[src/rtl/regfile_wb_pkg.sv]
// -----------------------------------------------------------------------------
// regfile_wb_pkg
// Shared constants and types for the regfile writeback arbiter.
//   DATA_W / ADDR_W / NUM_REGS : register file geometry (32 x 32-bit)
//   wb_req_t                   : one pending register write {sel, data}
//   wb_src_e                   : which source owns the write port this cycle
// -----------------------------------------------------------------------------
package regfile_wb_pkg;

    localparam int DATA_W   = 32;
    localparam int ADDR_W   = 5;
    localparam int NUM_REGS = 2 ** ADDR_W;

    typedef struct packed {
        logic [ADDR_W-1:0] sel;
        logic [DATA_W-1:0] data;
    } wb_req_t;

    typedef enum logic [1:0] {
        WB_NONE = 2'd0,
        WB_ALU  = 2'd1,
        WB_LQ   = 2'd2,
        WB_LD   = 2'd3
    } wb_src_e;

endpackage

[src/rtl/regfile_wb_arbiter_fifo.sv]
// -----------------------------------------------------------------------------
// wb_load_fifo
// In-order buffer for load returns that lost the write port to the ALU.
// Ports:
//   clk, rst_n    : clock, asynchronous active-low reset (pointers/count only)
//   i_push        : write i_push_req at the tail (ignored when full)
//   i_push_req    : {sel, data} to enqueue
//   i_pop         : retire the head entry (ignored when empty)
//   o_head        : current head entry
//   o_count       : occupancy, 0..DEPTH
//   o_full/o_empty: occupancy flags
// DEPTH must be a power of two so the pointers wrap by natural overflow.
// -----------------------------------------------------------------------------
module wb_load_fifo
    import regfile_wb_pkg::*;
#(
    parameter int DEPTH = 4
) (
    input  logic                     clk,
    input  logic                     rst_n,
    input  logic                     i_push,
    input  wb_req_t                  i_push_req,
    input  logic                     i_pop,
    output wb_req_t                  o_head,
    output logic [$clog2(DEPTH):0]   o_count,
    output logic                     o_full,
    output logic                     o_empty
);

    localparam int PTR_W = $clog2(DEPTH);
    localparam int CNT_W = PTR_W + 1;
    localparam logic [CNT_W-1:0] DEPTH_C = CNT_W'(DEPTH);

    wb_req_t            r_mem [DEPTH];
    logic [PTR_W-1:0]   r_wr_ptr;
    logic [PTR_W-1:0]   r_rd_ptr;
    logic [CNT_W-1:0]   r_count;
    logic               w_do_push;
    logic               w_do_pop;

    assign o_full    = (r_count == DEPTH_C);
    assign o_empty   = (r_count == '0);
    assign o_count   = r_count;
    assign o_head    = r_mem[r_rd_ptr];
    assign w_do_push = i_push && !o_full;
    assign w_do_pop  = i_pop && !o_empty;

    // Storage carries no reset; only the control state below does.
    always_ff @(posedge clk) begin
        if (w_do_push) begin
            r_mem[r_wr_ptr] <= i_push_req;
        end
    end

    always_ff @(posedge clk or negedge rst_n) begin
        if (!rst_n) begin
            r_wr_ptr <= '0;
            r_rd_ptr <= '0;
            r_count  <= '0;
        end else begin
            if (w_do_push) begin
                r_wr_ptr <= r_wr_ptr + 1'b1;
            end
            if (w_do_pop) begin
                r_rd_ptr <= r_rd_ptr + 1'b1;
            end
            case ({w_do_push, w_do_pop})
                2'b10:   r_count <= r_count + 1'b1;
                2'b01:   r_count <= r_count - 1'b1;
                default: r_count <= r_count;
            endcase
        end
    end

endmodule

[src/rtl/regfile_wb_arbiter.sv]
// -----------------------------------------------------------------------------
// regfile_wb_arbiter
// Writer side of the 32x32 register file. Merges in-order ALU writeback with
// out-of-order load returns onto the single registered write port.
// Priority each cycle: ALU > load-queue head > direct (bypassing) load.
// Ports:
//   clk, rst_n                    : clock, asynchronous active-low reset
//   alu_wb_en/sel/data            : pipeline writeback, always accepted
//   ld_rsp_valid/ready/sel/data   : load return handshake
//   ld_issue_en/sel               : load issue, sets scoreboard bit
//   reg_busy                      : per-register load-pending vector
//   wb_stall_req                  : asks the pipeline to hold off ALU writes
//   lq_count                      : load queue occupancy
//   reg_wrt_sel/data/en           : regfile write port (registered)
// Build option: define REGFILE_WB_SCOREBOARD_EN to enable the reg_busy
// scoreboard; otherwise reg_busy is tied to zero and ld_issue_* is ignored.
// -----------------------------------------------------------------------------
module regfile_wb_arbiter
    import regfile_wb_pkg::*;
#(
    parameter int LQ_DEPTH     = 4,
    parameter int STARVE_MAX   = 8,
    parameter int R0_HARDWIRED = 1
) (
    input  logic                      clk,
    input  logic                      rst_n,
    input  logic                      alu_wb_en,
    input  logic [ADDR_W-1:0]         alu_wb_sel,
    input  logic [DATA_W-1:0]         alu_wb_data,
    input  logic                      ld_rsp_valid,
    output logic                      ld_rsp_ready,
    input  logic [ADDR_W-1:0]         ld_rsp_sel,
    input  logic [DATA_W-1:0]         ld_rsp_data,
    input  logic                      ld_issue_en,
    input  logic [ADDR_W-1:0]         ld_issue_sel,
    output logic [NUM_REGS-1:0]       reg_busy,
    output logic                      wb_stall_req,
    output logic [$clog2(LQ_DEPTH):0] lq_count,
    output logic [ADDR_W-1:0]         reg_wrt_sel,
    output logic [DATA_W-1:0]         reg_wrt_data,
    output logic                      reg_wrt_en
);

    localparam int STV_W = $clog2(STARVE_MAX + 1);
    localparam logic [STV_W-1:0] STV_MAX_C = STV_W'(STARVE_MAX);

    wb_src_e           w_src;
    wb_req_t           w_win_req;
    wb_req_t           w_head;
    wb_req_t           w_ld_req;
    logic              w_full;
    logic              w_empty;
    logic              w_accept;
    logic              w_push;
    logic              w_pop;
    logic              w_drop;
    logic [STV_W-1:0]  w_starve_nxt;

    logic [STV_W-1:0]  r_starve;
    logic              r_stall;
    logic [ADDR_W-1:0] r_wrt_sel;
    logic [DATA_W-1:0] r_wrt_data;
    logic              r_wrt_en;

    // Ready depends only on state (and reset), never on ld_rsp_valid.
    assign ld_rsp_ready = rst_n & ~w_full;
    assign w_accept     = ld_rsp_valid & ld_rsp_ready;
    assign w_ld_req     = '{sel: ld_rsp_sel, data: ld_rsp_data};

    wb_load_fifo #(
        .DEPTH (LQ_DEPTH)
    ) u_lq (
        .clk        (clk),
        .rst_n      (rst_n),
        .i_push     (w_push),
        .i_push_req (w_ld_req),
        .i_pop      (w_pop),
        .o_head     (w_head),
        .o_count    (lq_count),
        .o_full     (w_full),
        .o_empty    (w_empty)
    );

    // Source selection. An accepted load that does not win the port is
    // queued; popping the head while queueing a new load keeps count steady.
    always_comb begin
        w_src     = WB_NONE;
        w_win_req = '0;
        w_pop     = 1'b0;
        if (alu_wb_en) begin
            w_src     = WB_ALU;
            w_win_req = '{sel: alu_wb_sel, data: alu_wb_data};
        end else if (!w_empty) begin
            w_src     = WB_LQ;
            w_win_req = w_head;
            w_pop     = 1'b1;
        end else if (w_accept) begin
            w_src     = WB_LD;
            w_win_req = w_ld_req;
        end
    end

    assign w_push = w_accept && (w_src != WB_LD);
    // Writes to r0 are consumed as normal but never reach the regfile.
    assign w_drop = (R0_HARDWIRED != 0) && (w_win_req.sel == '0);

    // Starvation: count ALU-won cycles while loads wait; any pop or an
    // empty queue restarts the count.
    always_comb begin
        w_starve_nxt = r_starve;
        if (w_empty || w_pop) begin
            w_starve_nxt = '0;
        end else if (alu_wb_en && (r_starve != STV_MAX_C)) begin
            w_starve_nxt = r_starve + 1'b1;
        end
    end

    always_ff @(posedge clk or negedge rst_n) begin
        if (!rst_n) begin
            r_starve <= '0;
            r_stall  <= 1'b0;
        end else begin
            r_starve <= w_starve_nxt;
            r_stall  <= (w_starve_nxt == STV_MAX_C);
        end
    end

    assign wb_stall_req = r_stall;

    // Registered write port: selection in cycle N reaches the regfile in N+1.
    always_ff @(posedge clk or negedge rst_n) begin
        if (!rst_n) begin
            r_wrt_en   <= 1'b0;
            r_wrt_sel  <= '0;
            r_wrt_data <= '0;
        end else begin
            r_wrt_en <= (w_src != WB_NONE) && !w_drop;
            if (w_src != WB_NONE) begin
                r_wrt_sel  <= w_win_req.sel;
                r_wrt_data <= w_win_req.data;
            end
        end
    end

    assign reg_wrt_en   = r_wrt_en;
    assign reg_wrt_sel  = r_wrt_sel;
    assign reg_wrt_data = r_wrt_data;

`ifdef REGFILE_WB_SCOREBOARD_EN
    logic [NUM_REGS-1:0] r_busy;
    logic [NUM_REGS-1:0] w_busy_set;
    logic [NUM_REGS-1:0] w_busy_clr;

    // Clear on a load-sourced write leaving the arbiter (even a dropped r0
    // write); a same-cycle issue to that register wins over the clear.
    always_comb begin
        w_busy_set = '0;
        w_busy_clr = '0;
        if (ld_issue_en && !((R0_HARDWIRED != 0) && (ld_issue_sel == '0))) begin
            w_busy_set[ld_issue_sel] = 1'b1;
        end
        if ((w_src == WB_LQ) || (w_src == WB_LD)) begin
            w_busy_clr[w_win_req.sel] = 1'b1;
        end
    end

    always_ff @(posedge clk or negedge rst_n) begin
        if (!rst_n) begin
            r_busy <= '0;
        end else begin
            r_busy <= (r_busy & ~w_busy_clr) | w_busy_set;
        end
    end

    assign reg_busy = r_busy;
`else
    logic w_unused_issue;
    assign w_unused_issue = ^{ld_issue_en, ld_issue_sel};
    assign reg_busy       = '0;
`endif

endmodule

[config.mk]
export PLATFORM = sky130hd
export DESIGN_NAME = regfile_wb_arbiter
export DESIGN_NICKNAME = d
export VERILOG_FILES = /design/src/rtl/regfile_wb_pkg.sv /design/src/rtl/regfile_wb_arbiter_fifo.sv /design/src/rtl/regfile_wb_arbiter.sv
export SDC_FILE = /design/constraint.sdc
export NUM_CORES = 1
export LEC_CHECK = 0
export ABC_AREA = 1
export CAP_MARGIN = 20
export CORE_MARGIN = 2
export CORE_UTILIZATION = 41
export DETAILED_ROUTE_END_ITERATION = 10
export PLACE_DENSITY = 0.68
export SKIP_CTS_REPAIR_TIMING = 1
export SLEW_MARGIN = 20
export SYNTH_ARGS = -nofsm -noshare
export SYNTH_HDL_FRONTEND = slang
export SYNTH_SLANG_ARGS = --single-unit
[constraint.sdc]
create_clock -name clk -period 3.1 [get_ports clk]
set_input_delay 0.62 -clock clk [delete_from_list [all_inputs] [get_ports clk]]
set_output_delay 0.62 -clock clk [all_outputs]
set_load 0.03 [all_outputs]
==> reports/metrics.yaml <==
status:
  run_status: "completed"
setup_path:
  crit_chain: "nor2_4, nand2_1, nand2_2, inv_2, clkdlybuf4s50_1"
  startpoint_type: "register"
  arrival_ns: 1.84
  critPathKind: "register to primary output"
  cp_max_fo: 5
  cpPeakStageDelay_ns: 0.58
  slowest_stage: "clkdlybuf4s50_1"
  cp.required_ns: 2.48
  end_kind: "primary output"
worst_hold_path:
  hold_path_class: "input pin to async pin"
detailed_routing:
  wl_mm: 19.2
  wl_per_cell_um: 15.9
  drc_errors: 0
  dr.pass1.iters: 5
  via_per_inst: 4.86
  detailroute.via_count: 5853
  ant_nets: 0
  drtIter0Drc: 417
global_route:
  grtUsageMet2_pct: 30.3
  met1_usage_pct: 23.3
  grt_remaining_overflow: 0
  use_met3_pct: 4.53
  track_usage_pct: 18.0
  grt_pass1_vias: 5811
  grt_start_max_net_pins: 77
  grt-busiest-layer: "met2"
  antenna_found_initial: 0
  grt_pass1_wl_mm: 30.4
layout:
  antennaDiodeCount: 0
  syn2layout_area_growth_pct: 22.2
  mostFrequentLayoutCells: "nand2_1, edfxtp_1, nand3_1, clkdlybuf4s50_1, dfrtp_1"
  final_common_cell: "nand2_1"
  fin_area_sq_um: 10500
  drive_above_1_share_pct: 6.75
  finalNetCount: 1013
  fillers: 1783
die:
  io_pins: 159
  die_w_um: 149
  start_util_pct: 42.1
  die_y_um: 149
  core_area_sq_um: 20400
  die_area_sq_um: 22100
  rows: 52
power_and_ir_drop:
  p_per_area_nw_per_um2: 867
  switchingPower_uw: 3390
  seqPwrFrac_pct: 38.9
  vdd.ir_drop.worst_v: 0.000414
  p_leak_uw: 0.00411
  switching_share_pct: 37.3
  combPwrFrac_pct: 37.1
  clkPwrFrac_pct: 24.0
  p_int_uw: 5710
timing:
  skew_ns: 0.00903
  hold_viol: 0
  fin_crit_sh_pct: 79.4
  fmax_mhz: 406
  min_period_ns: 2.46
  max-slew-margin-rel_pct: 42.4
  holdWs_ns: 0.440
  grt_setup_unrepaired: "false"
  setup_viol: 0
  slew_violations: 0
  worst_pin_slew_ns: 0.863
cts:
  cts_max_path_buffers: 2
  cts_tree: "built"
  worstSkewPairLatency_ns: 0.43
  ctsHtreeMaxLevel: 4
  clkTransAtPathRegs_ns: 0.07
  cts_sinks: 198
  numCtsBuffers: 17
  clock-root-buffer: "clkbuf_16"
place:
  gp_congestion: 0.752
  place_area_sq_um: 9920
  hpwl_mm: 11.4
  io_buffers: 120
yosys:
  seq_area_frac_synth_pct: 66.3
  ys_types: 29
  postSynthAreaPerCell_sq_um: 10.7
  async_flop_share_pct: 25.3
  synth-seq-cells: 198
  synth_edf_count: 148
  netlist_instances: 806
  ys_warn_count: 0
  syn-cell-area_sq_um: 8590
  synth_ff_type: "edfxtp_1"
run:
  cap_violations: 0
-- flip-flops by register name, indices dropped and copies added (netlist names) --
register       count
u_lq.r_mem       148
u_lq.r_rd_ptr      2
r_starve           4
reg_wrt_en         1
wb_stall_req       1
u_lq.r_wr_ptr      2
reg_wrt_sel        5
u_lq.o_count       3
reg_wrt_data      32
-- per-stage QoR --
step	total power (uW)	setup slack, ns	std cells	TNS, ns	utilization, %
after global routing	9720	0.562	1204	0	51.4
after floorplan	5910	-0.244	837	-36.16	-
after CTS	9210	0.609	1204	0	51.4
final	9100	0.639	1204	0	51.4
after detailed placement	7020	0.426	1172	0	48.6
after global placement	6960	0.424	1172	0	48.6
-- critical path, delay by kind of cell (launching register included) --
kind          cells  cell delay [ns]
buf+inv           2             0.62
flops             1             0.44
simple gates      3             0.36
-- kinds of logic after synthesis --
kind of cell / after synthesis / share of synthesized area, %
and+or+nand+nor: 424 / 20.7
DFF: 198 / 66.3
buffers and inverters: 107 / 7.25
AOI/OAI and AO/OA: 61 / 3.77
adders and majority gates: 8 / 1.25
xor gates and xnor gates: 7 / 0.714
other: 1 / 0.0436
-- routing by layer --
layer | vias to the layer above | share of wire (%)
met4 | 0 | 1.2
met2 | 178 | 50
met3 | 13 | 5.9
met1 | 2773 | 43
met5 | - | 0
li1 | 2889 | -
-- final cells by class --
type	instances	area, sq um	share of cell area [%]
clock buffer	20	437	4.16
clock inverter	12	139	1.32
inverter	33	126	1.20
multi-input combinational	532	2420	23.1
sequential	198	5700	54.3
tap	270	338	3.22
timing repair buffer	139	1340	12.8
-- cells in the mapped netlist, types with 2 or more instances --
library cell  number  area, sq um
a21o_1             4         30.0
a21oi_1            2         10.0
buf_2             19         95.1
buf_4             42          315
buf_6              5         56.3
clkbuf_1           7         26.3
dfrtp_1           50         1250
edfxtp_1         148         4440
ha_1               7         87.6
inv_1             27          101
inv_2              4         15.0
nand2_1          250          938
nand2_2            2         12.5
nand3_1          132          661
nand4_1            3         18.8
nor2_1            36          135
o21ai_0           46          230
o21ai_1            5         25.0
o22ai_1            2         12.5
xor2_1             6         52.6
-- worst paths after layout --
path	endpoint	slack, ns	startpoint	cells after the start
max	ld_rsp_ready	0.64	u_lq.o_count[1]$_DFFE_PN0P_	5
min	reg_wrt_data[13]$_DFFE_PN0P_	0.44	rst_n	2
max reg2reg	u_lq.o_count[2]$_DFFE_PN0P_	0.93	u_lq.o_count[1]$_DFFE_PN0P_	11
min reg2reg	reg_wrt_data[27]$_DFFE_PN0P_	0.48	reg_wrt_data[27]$_DFFE_PN0P_	2
max in group asynchronous	u_lq.r_rd_ptr[0]$_DFFE_PN0P_	2.15	rst_n	2
min in group clk	reg_wrt_data[27]$_DFFE_PN0P_	0.48	reg_wrt_data[27]$_DFFE_PN0P_	2
-- power by group through the flow --
| stage | combinational (uW) | sequential, uW | clock (uW) |
|---|---|---|---|
| after global routing | 3780 | 3590 | 2350 |
| after detailed placement | 3430 | 3590 | 0 |
| after CTS | 3440 | 3540 | 2230 |
| after floorplan | 1880 | 4030 | 0 |
| after global placement | 3370 | 3590 | 0 |
| final | 3380 | 3540 | 2190 |
No activity file was read; power rests on OpenSTA's default activity.
